===== config.mk =====
export PLATFORM = sky130hd
export DESIGN_NAME = branch_seq
export DESIGN_NICKNAME = d
export VERILOG_FILES = /design/src/rtl/branch_seq_pkg.sv /design/src/rtl/perf_ctr.sv /design/src/rtl/branch_seq.sv
export SDC_FILE = /design/constraint.sdc
export NUM_CORES = 1
export LEC_CHECK = 0
export BUFFER_PORTS_ARGS = -buffer_cell sky130_fd_sc_hd__buf_4
export CORE_UTILIZATION = 52
export CTS_CLUSTER_SIZE = 28
export DETAILED_ROUTE_END_ITERATION = 10
export HOLD_SLACK_MARGIN = 0.02
export PLACE_DENSITY_LB_ADDON = 0.05
export SLEW_MARGIN = 10
export SYNTH_ARGS = -nofsm -noshare
export SYNTH_HDL_FRONTEND = slang
export SYNTH_SLANG_ARGS = --single-unit

===== constraint.sdc =====
create_clock -name clk -period 2.3 [get_ports clk]
set_input_delay 0.23 -clock clk [delete_from_list [all_inputs] [get_ports clk]]
set_output_delay 0.23 -clock clk [all_outputs]
set_load 0.02 [all_outputs]

===== src/rtl/branch_seq_pkg.sv =====
`default_nettype none
// ============================================================================
// Module      : branch_seq_pkg
// Description : Branch opcode encoding, sequencer state encoding and operand
//               dependency helpers shared by the branch sequencer.
// Revision    : 1.0 - initial release
// ============================================================================
package branch_seq_pkg;

    localparam logic [2:0] c_OP_NONE   = 3'd0;
    localparam logic [2:0] c_OP_EQ     = 3'd1;
    localparam logic [2:0] c_OP_NE     = 3'd2;
    localparam logic [2:0] c_OP_GEZ    = 3'd3;
    localparam logic [2:0] c_OP_GTZ    = 3'd4;
    localparam logic [2:0] c_OP_LEZ    = 3'd5;
    localparam logic [2:0] c_OP_LTZ    = 3'd6;
    localparam logic [2:0] c_OP_ALWAYS = 3'd7;

    localparam logic [1:0] c_ST_IDLE    = 2'd0;
    localparam logic [1:0] c_ST_WAIT    = 2'd1;
    localparam logic [1:0] c_ST_RESOLVE = 2'd2;
    localparam logic [1:0] c_ST_SLOT    = 2'd3;

    // Only the two-register compares consume Rd2.
    function automatic logic needs_rt(input logic [2:0] op);
        return (op == c_OP_EQ) || (op == c_OP_NE);
    endfunction

    // Unconditional jumps and NONE depend on no register at all.
    function automatic logic needs_rs(input logic [2:0] op);
        return (op != c_OP_NONE) && (op != c_OP_ALWAYS);
    endfunction

endpackage
`default_nettype wire


===== src/rtl/perf_ctr.sv =====
`default_nettype none
// ============================================================================
// Module      : perf_ctr
// Description : Event counter that either wraps or saturates at all-ones.
// Revision    : 1.0 - initial release
// ============================================================================
module perf_ctr #(
    parameter int WIDTH    = 16,
    parameter bit SATURATE = 1'b0
) (
    input  logic             clk,
    input  logic             rst,
    input  logic             i_inc,
    output logic [WIDTH-1:0] o_count
);

    localparam logic [WIDTH-1:0] c_MAX = '1;
    localparam logic [WIDTH-1:0] c_ONE = {{(WIDTH-1){1'b0}}, 1'b1};

    logic [WIDTH-1:0] r_count;
    logic             w_hold;

    assign w_hold = SATURATE && (r_count == c_MAX);

    always_ff @(posedge clk) begin
        if (rst) begin
            r_count <= '0;
        end else if (i_inc && !w_hold) begin
            r_count <= r_count + c_ONE;
        end
    end

    assign o_count = r_count;

endmodule
`default_nettype wire


===== src/rtl/branch_seq.sv =====
`default_nettype none
// ============================================================================
// Module      : branch_seq
// Description : D-stage branch sequencer: operand wait, resolve, delay slot,
//               registered PC redirect and branch performance counters.
// Revision    : 1.0 - initial release
// ============================================================================
module branch_seq
    import branch_seq_pkg::*;
#(
    parameter int CNT_W = 16
) (
    input  logic             clk,
    input  logic             reset,
    input  logic             br_valid,
    input  logic [2:0]       br_op,
    input  logic [31:0]      br_target,
    input  logic             rs_ready,
    input  logic             rt_ready,
    input  logic             flush,
    input  logic             cmp_taken,
    output logic [2:0]       cmp_op,
    output logic             d_stall,
    output logic             pc_redirect,
    output logic [31:0]      redirect_pc,
    output logic [CNT_W-1:0] br_cnt,
    output logic [CNT_W-1:0] taken_cnt,
    output logic [CNT_W-1:0] stall_cnt,
    output logic             err_slot_br
);

    logic [1:0]  r_state;
    logic [1:0]  w_state_nxt;
    logic [2:0]  r_op;
    logic [31:0] r_target;
    logic        r_pc_redirect;
    logic [31:0] r_redirect_pc;
    logic        r_err_slot_br;

    logic        w_capture;
    logic        w_resolve;
    logic        w_taken;
    logic        w_stall;
    logic [2:0]  w_cmp_op;
    logic        w_rst;

    function automatic logic ops_ready(input logic [2:0] op, input logic rs, input logic rt);
        return (!needs_rs(op) || rs) && (!needs_rt(op) || rt);
    endfunction

    // NONE never redirects, even if the external comparator claims taken.
    assign w_taken = (r_op == c_OP_ALWAYS) || ((r_op != c_OP_NONE) && cmp_taken);

    always_comb begin
        w_state_nxt = r_state;
        w_capture   = 1'b0;
        w_resolve   = 1'b0;
        w_stall     = 1'b0;
        w_cmp_op    = c_OP_NONE;
        case (r_state)
            c_ST_IDLE: begin
                w_stall = br_valid;
                if (br_valid && !flush) begin
                    w_capture   = 1'b1;
                    w_state_nxt = ops_ready(br_op, rs_ready, rt_ready) ? c_ST_RESOLVE : c_ST_WAIT;
                end
            end
            c_ST_WAIT: begin
                w_stall = 1'b1;
                if (ops_ready(r_op, rs_ready, rt_ready)) begin
                    w_state_nxt = c_ST_RESOLVE;
                end
            end
            c_ST_RESOLVE: begin
                w_cmp_op    = r_op;
                w_resolve   = !flush;
                w_state_nxt = c_ST_SLOT;
            end
            default: begin
                w_state_nxt = c_ST_IDLE;
            end
        endcase
        if (flush) begin
            w_state_nxt = c_ST_IDLE;
        end
        // Hold the pipeline interface quiet while reset is asserted.
        if (!reset) begin
            w_stall   = 1'b0;
            w_cmp_op  = c_OP_NONE;
            w_capture = 1'b0;
            w_resolve = 1'b0;
        end
    end

    always_ff @(posedge clk) begin
        if (!reset) begin
            r_state       <= c_ST_IDLE;
            r_op          <= c_OP_NONE;
            r_target      <= '0;
            r_pc_redirect <= 1'b0;
            r_redirect_pc <= '0;
            r_err_slot_br <= 1'b0;
        end else begin
            r_state       <= w_state_nxt;
            r_pc_redirect <= w_resolve && w_taken;
            if (w_capture) begin
                r_op     <= br_op;
                r_target <= br_target;
            end
            if (w_resolve) begin
                r_redirect_pc <= r_target;
            end
            if ((r_state == c_ST_SLOT) && br_valid) begin
                r_err_slot_br <= 1'b1;
            end
        end
    end

    assign w_rst = ~reset;

    perf_ctr #(.WIDTH(CNT_W), .SATURATE(1'b0)) u_br_ctr (
        .clk     (clk),
        .rst     (w_rst),
        .i_inc   (w_resolve),
        .o_count (br_cnt)
    );

    perf_ctr #(.WIDTH(CNT_W), .SATURATE(1'b0)) u_taken_ctr (
        .clk     (clk),
        .rst     (w_rst),
        .i_inc   (w_resolve && w_taken),
        .o_count (taken_cnt)
    );

    perf_ctr #(.WIDTH(CNT_W), .SATURATE(1'b1)) u_stall_ctr (
        .clk     (clk),
        .rst     (w_rst),
        .i_inc   (w_stall),
        .o_count (stall_cnt)
    );

    assign cmp_op      = w_cmp_op;
    assign d_stall     = w_stall;
    assign pc_redirect = r_pc_redirect;
    assign redirect_pc = r_redirect_pc;
    assign err_slot_br = r_err_slot_br;

endmodule
`default_nettype wire


==> impl_metrics.csv <==
group,metric,value,unit
status,outcome,"finished, violations left",
status,violations,"design-rule violations",
worst_setup_path,crit_required,2.07,ns
worst_setup_path,cpPeakStageDelay,0.38,ns
floorplan,die_h,98.0,µm
floorplan,die-area,9600,µm²
synthesis,synth-async-reset-ratio,0,
floorplan,row_count,34,
place,dp_hpwl,7.30,mm
place,io_buffers,127,
global_routing,overflow,0,
finish,nNetsFinal,794,
detailed_routing,num_vias,4539,
sta,slew_viol_final,0,
finish,instances_no_fill,865,
cts,clk_pin_slew,0.05,ns
detailed_routing,routed.top_layer,"met4",
detailed_routing,drc_errors,9,
synthesis,yosys_warnings,0,
sta,worst_pin_slew,0.598,ns
power_and_ir_drop,power,4.84,mW
floorplan,ios,128,
worst_setup_path,slowest_stage,"dfxtp_1",
floorplan,core_area,8810,µm²
synthesis,synthesis.nets,635,
finish,utilization,0.768,
sta,tns,0,ns
synthesis,synth_top_area_frac,0.497,
synthesis,avgSynthCellArea,8.18,µm²
worst_setup_path,startpoint_type,"flip-flop",
synthesis,synth-seq-cells,119,
worst_setup_path,endpoint_kind,"output port",
sta,clock_skew,0.00978,ns
finish,diodes,0,
sta,period_needed,2.16,ns
cts,cts_tree,"done",
synthesis,ys_seq_area_frac,0.497,
worst_setup_path,path_class,"flip-flop to output port",
finish,area_delta_synth_final,41.1,%
place,gp_congestion,0.790,
global_routing,grt_max_degree,71,
sta,relSlewSlack,0.599,
worst_setup_path,cp_max_fo,6,
synthesis,synth_edf_count,0,
detailed_routing,wl_per_cell,13.6,µm
synthesis,synth_area_leaders,"dfxtp_1 50%, nand2_1 12%, o21ai_0 8.6%, xnor2_1 2.6%, clkbuf_1 2.2%",
global_routing,grt_use_total,0.250,
worst_setup_path,crit_path_cell_trace,"inv_1 -> ha_1 -> a21o_1 -> nand2_1 -> inv_1 -> buf_4",
synthesis,synth_largest_area_cell,"dfxtp_1",
synthesis,synth_cell_types,44,
floorplan,start_util,0.544,
global_routing,antenna_found_initial,0,
place,place_ws,0.168,ns
detailed_routing,drt-met1-wl,4.98,mm
detailed_routing,dr_wl_met2,6.06,mm
run,max-cap-violations,0,
global_routing,grt_pass1_vias,4197,
sta,hold_viol,0,
cts,numCtsBuffers,17,
synthesis,synthCells,586,
cts,clockRootBuffer,"clkbuf_8",
detailed_routing,firstDrtPassIters,8,
worst_setup_path,crit_top_cell,"inv_1",
floorplan,die_w,98.0,µm
detailed_routing,route.met3.wl,653,µm
sta,fin_ws,0.140,ns
power_and_ir_drop,p_leak,2.74,nW
synthesis,syn_area,4790,µm²
hold_path,min-delay-path-class,"input pin to flip-flop",
detailed_routing,avgViaCountPerCell,5.25,
place,placed_cells,795,
sta,finalCritPeriodShare,0.939,
cts,cts_sinks,119,
cts,htreeDepth,4,
finish,drive_gt1_frac,0.232,
worst_setup_path,crit_arrival,1.93,ns
global_routing,grt_pass1_wl,19.2,mm
power_and_ir_drop,max-vdd-ir-drop,0.585,mV
detailed_routing,routed_wl,11.8,mm
detailed_routing,final_antenna_net_count,0,
cts,clk_path_buf_depth,2,
synthesis,synth_flop_cell,"dfxtp_1",
cts,clock_latency,0.52,ns
detailed_routing,drt-initial-drc-count,147,
sta,finalSetupViolations,0,
power_and_ir_drop,power.density,715,nW/µm²
sta,fmax,0.463,GHz
[worst max-delay path: cells and delay by family, from the launching register on]
kind	cells	cell delay, ns
and+or+nand+nor	1	0.20
DFF	1	0.38
AOI/OAI and AO/OA	1	0.16
adders and majority gates	1	0.25
buffers and inverters	3	0.43
[state kept, by name, indices dropped and copies added (netlist names)]
name                 cells
r_state                  2
redirect_pc             32
u_stall_ctr.o_count     16
u_br_ctr.o_count        16
r_op                     3
pc_redirect              1
u_taken_ctr.o_count     16
err_slot_br              1
r_target                32
[cell families (layout without fill, tap and decap cells)]
family,Yosys count,after routing,synth area share
simple gates,265,265,0.251
compound gates,124,124,0.149
flops,119,119,0.497
buf+inv,45,216,0.0358
xor+xnor,21,21,0.0384
fa+ha+maj,7,7,0.0183
mux,5,5,0.0104
[stage by stage]
stage                     area (µm²)  hold WS (ns)
after detailed placement        5830         0.428
after floorplan                 4790         0.338
after global routing            6760        0.0493
after global placement          5830         0.423
final                           6760        0.0560
after CTS                       6730        0.0414
[report_power, final]
part	total (mW)	leakage, nW	switching, mW	internal (mW)
clock	2.39	0.257	0.956	1.43
combinational	0.304	1.52	0.157	0.146
sequential	2.15	0.963	0.0342	2.11
total	4.84	2.74	1.15	3.69
[synth_stat cells, types with 2 or more instances]
library cell,count
a21o_1,3
clkbuf_1,28
or4_1,3
nand4_1,10
nor3_1,10
mux2i_1,5
a211oi_1,3
nand2b_1,4
nor2_1,26
o21bai_1,2
a31oi_1,4
nand2_1,157
and2_1,7
and4_1,2
nand3_1,19
buf_2,2
a21oi_1,13
xor2_1,7
ha_1,7
xnor2_1,14
nor4_1,4
o21ai_2,2
o31ai_1,6
inv_1,13
and3_1,9
o21ai_0,82
a311oi_1,2
dfxtp_1,119
o211ai_1,3
or3_1,6
[cells in the final DEF (no fill, tap or decap), types with 3 or more instances in the layout]
cell | synthesis | routed
nand2_1 | 157 | 157
buf_4 | 0 | 133
dfxtp_1 | 119 | 119
o21ai_0 | 82 | 82
dlygate4sd3_1 | 0 | 36
nor2_1 | 26 | 26
nand3_1 | 19 | 19
clkbuf_16 | 0 | 16
xnor2_1 | 14 | 14
inv_1 | 13 | 13
a21oi_1 | 13 | 13
nand4_1 | 10 | 10
and3_1 | 9 | 9
nor3_1 | 10 | 9
xor2_1 | 7 | 7
and2_1 | 7 | 7
ha_1 | 7 | 7
or3_1 | 6 | 6
o31ai_1 | 6 | 6
mux2i_1 | 5 | 5
nand2b_1 | 4 | 4
nor4_1 | 4 | 4
a31oi_1 | 4 | 4
clkinvlp_4 | 0 | 4
a21o_1 | 3 | 3
o211ai_1 | 3 | 3
or4_1 | 3 | 3
a211oi_1 | 3 | 3
clkinv_4 | 0 | 3
inv_6 | 0 | 3
clkinv_2 | 0 | 3
[metal layers]
| metal | vias up | global-route usage |
|---|---|---|
| met5 | - | 0 |
| met4 | 0 | 0.0746 |
| met3 | 9 | 0.0730 |
| met2 | 116 | 0.439 |
| met1 | 2100 | 0.293 |
| li1 | 2314 | - |
[layout make-up]
class	instances	area, µm²
fillers	646	2040
well taps	108	135
multi-input cells	422	2250
flip-flops and latches	119	2380
repair buffers	171	1400
clock buffers	17	414
inverters	14	52.6
clock inverters	14	128
[final timing paths]
kind | startpoint | end | slack [ns] | cells past startpoint
max reg2reg | r_state[1]$_SDFFE_PP0P_ | u_stall_ctr.o_count[13]$_SDFFE_PN0P_ | 0.21 | 7
max | r_state[0]$_SDFFE_PP0P_ | d_stall | 0.14 | 6
min reg2reg | r_target[11]$_SDFFE_PN0P_ | redirect_pc[11]$_SDFFE_PN0P_ | 0.46 | 2
min | flush | r_state[1]$_SDFFE_PP0P_ | 0.06 | 4
[what timing repair did]
action                                 CTS  global route
resized for setup                        0             1
endpoints found under the hold margin   36             0
setup endpoints to repair                0             3
hold buffers                            36             0
setup buffers                            0             3
Note: power is estimated with default switching activity, not from simulation.
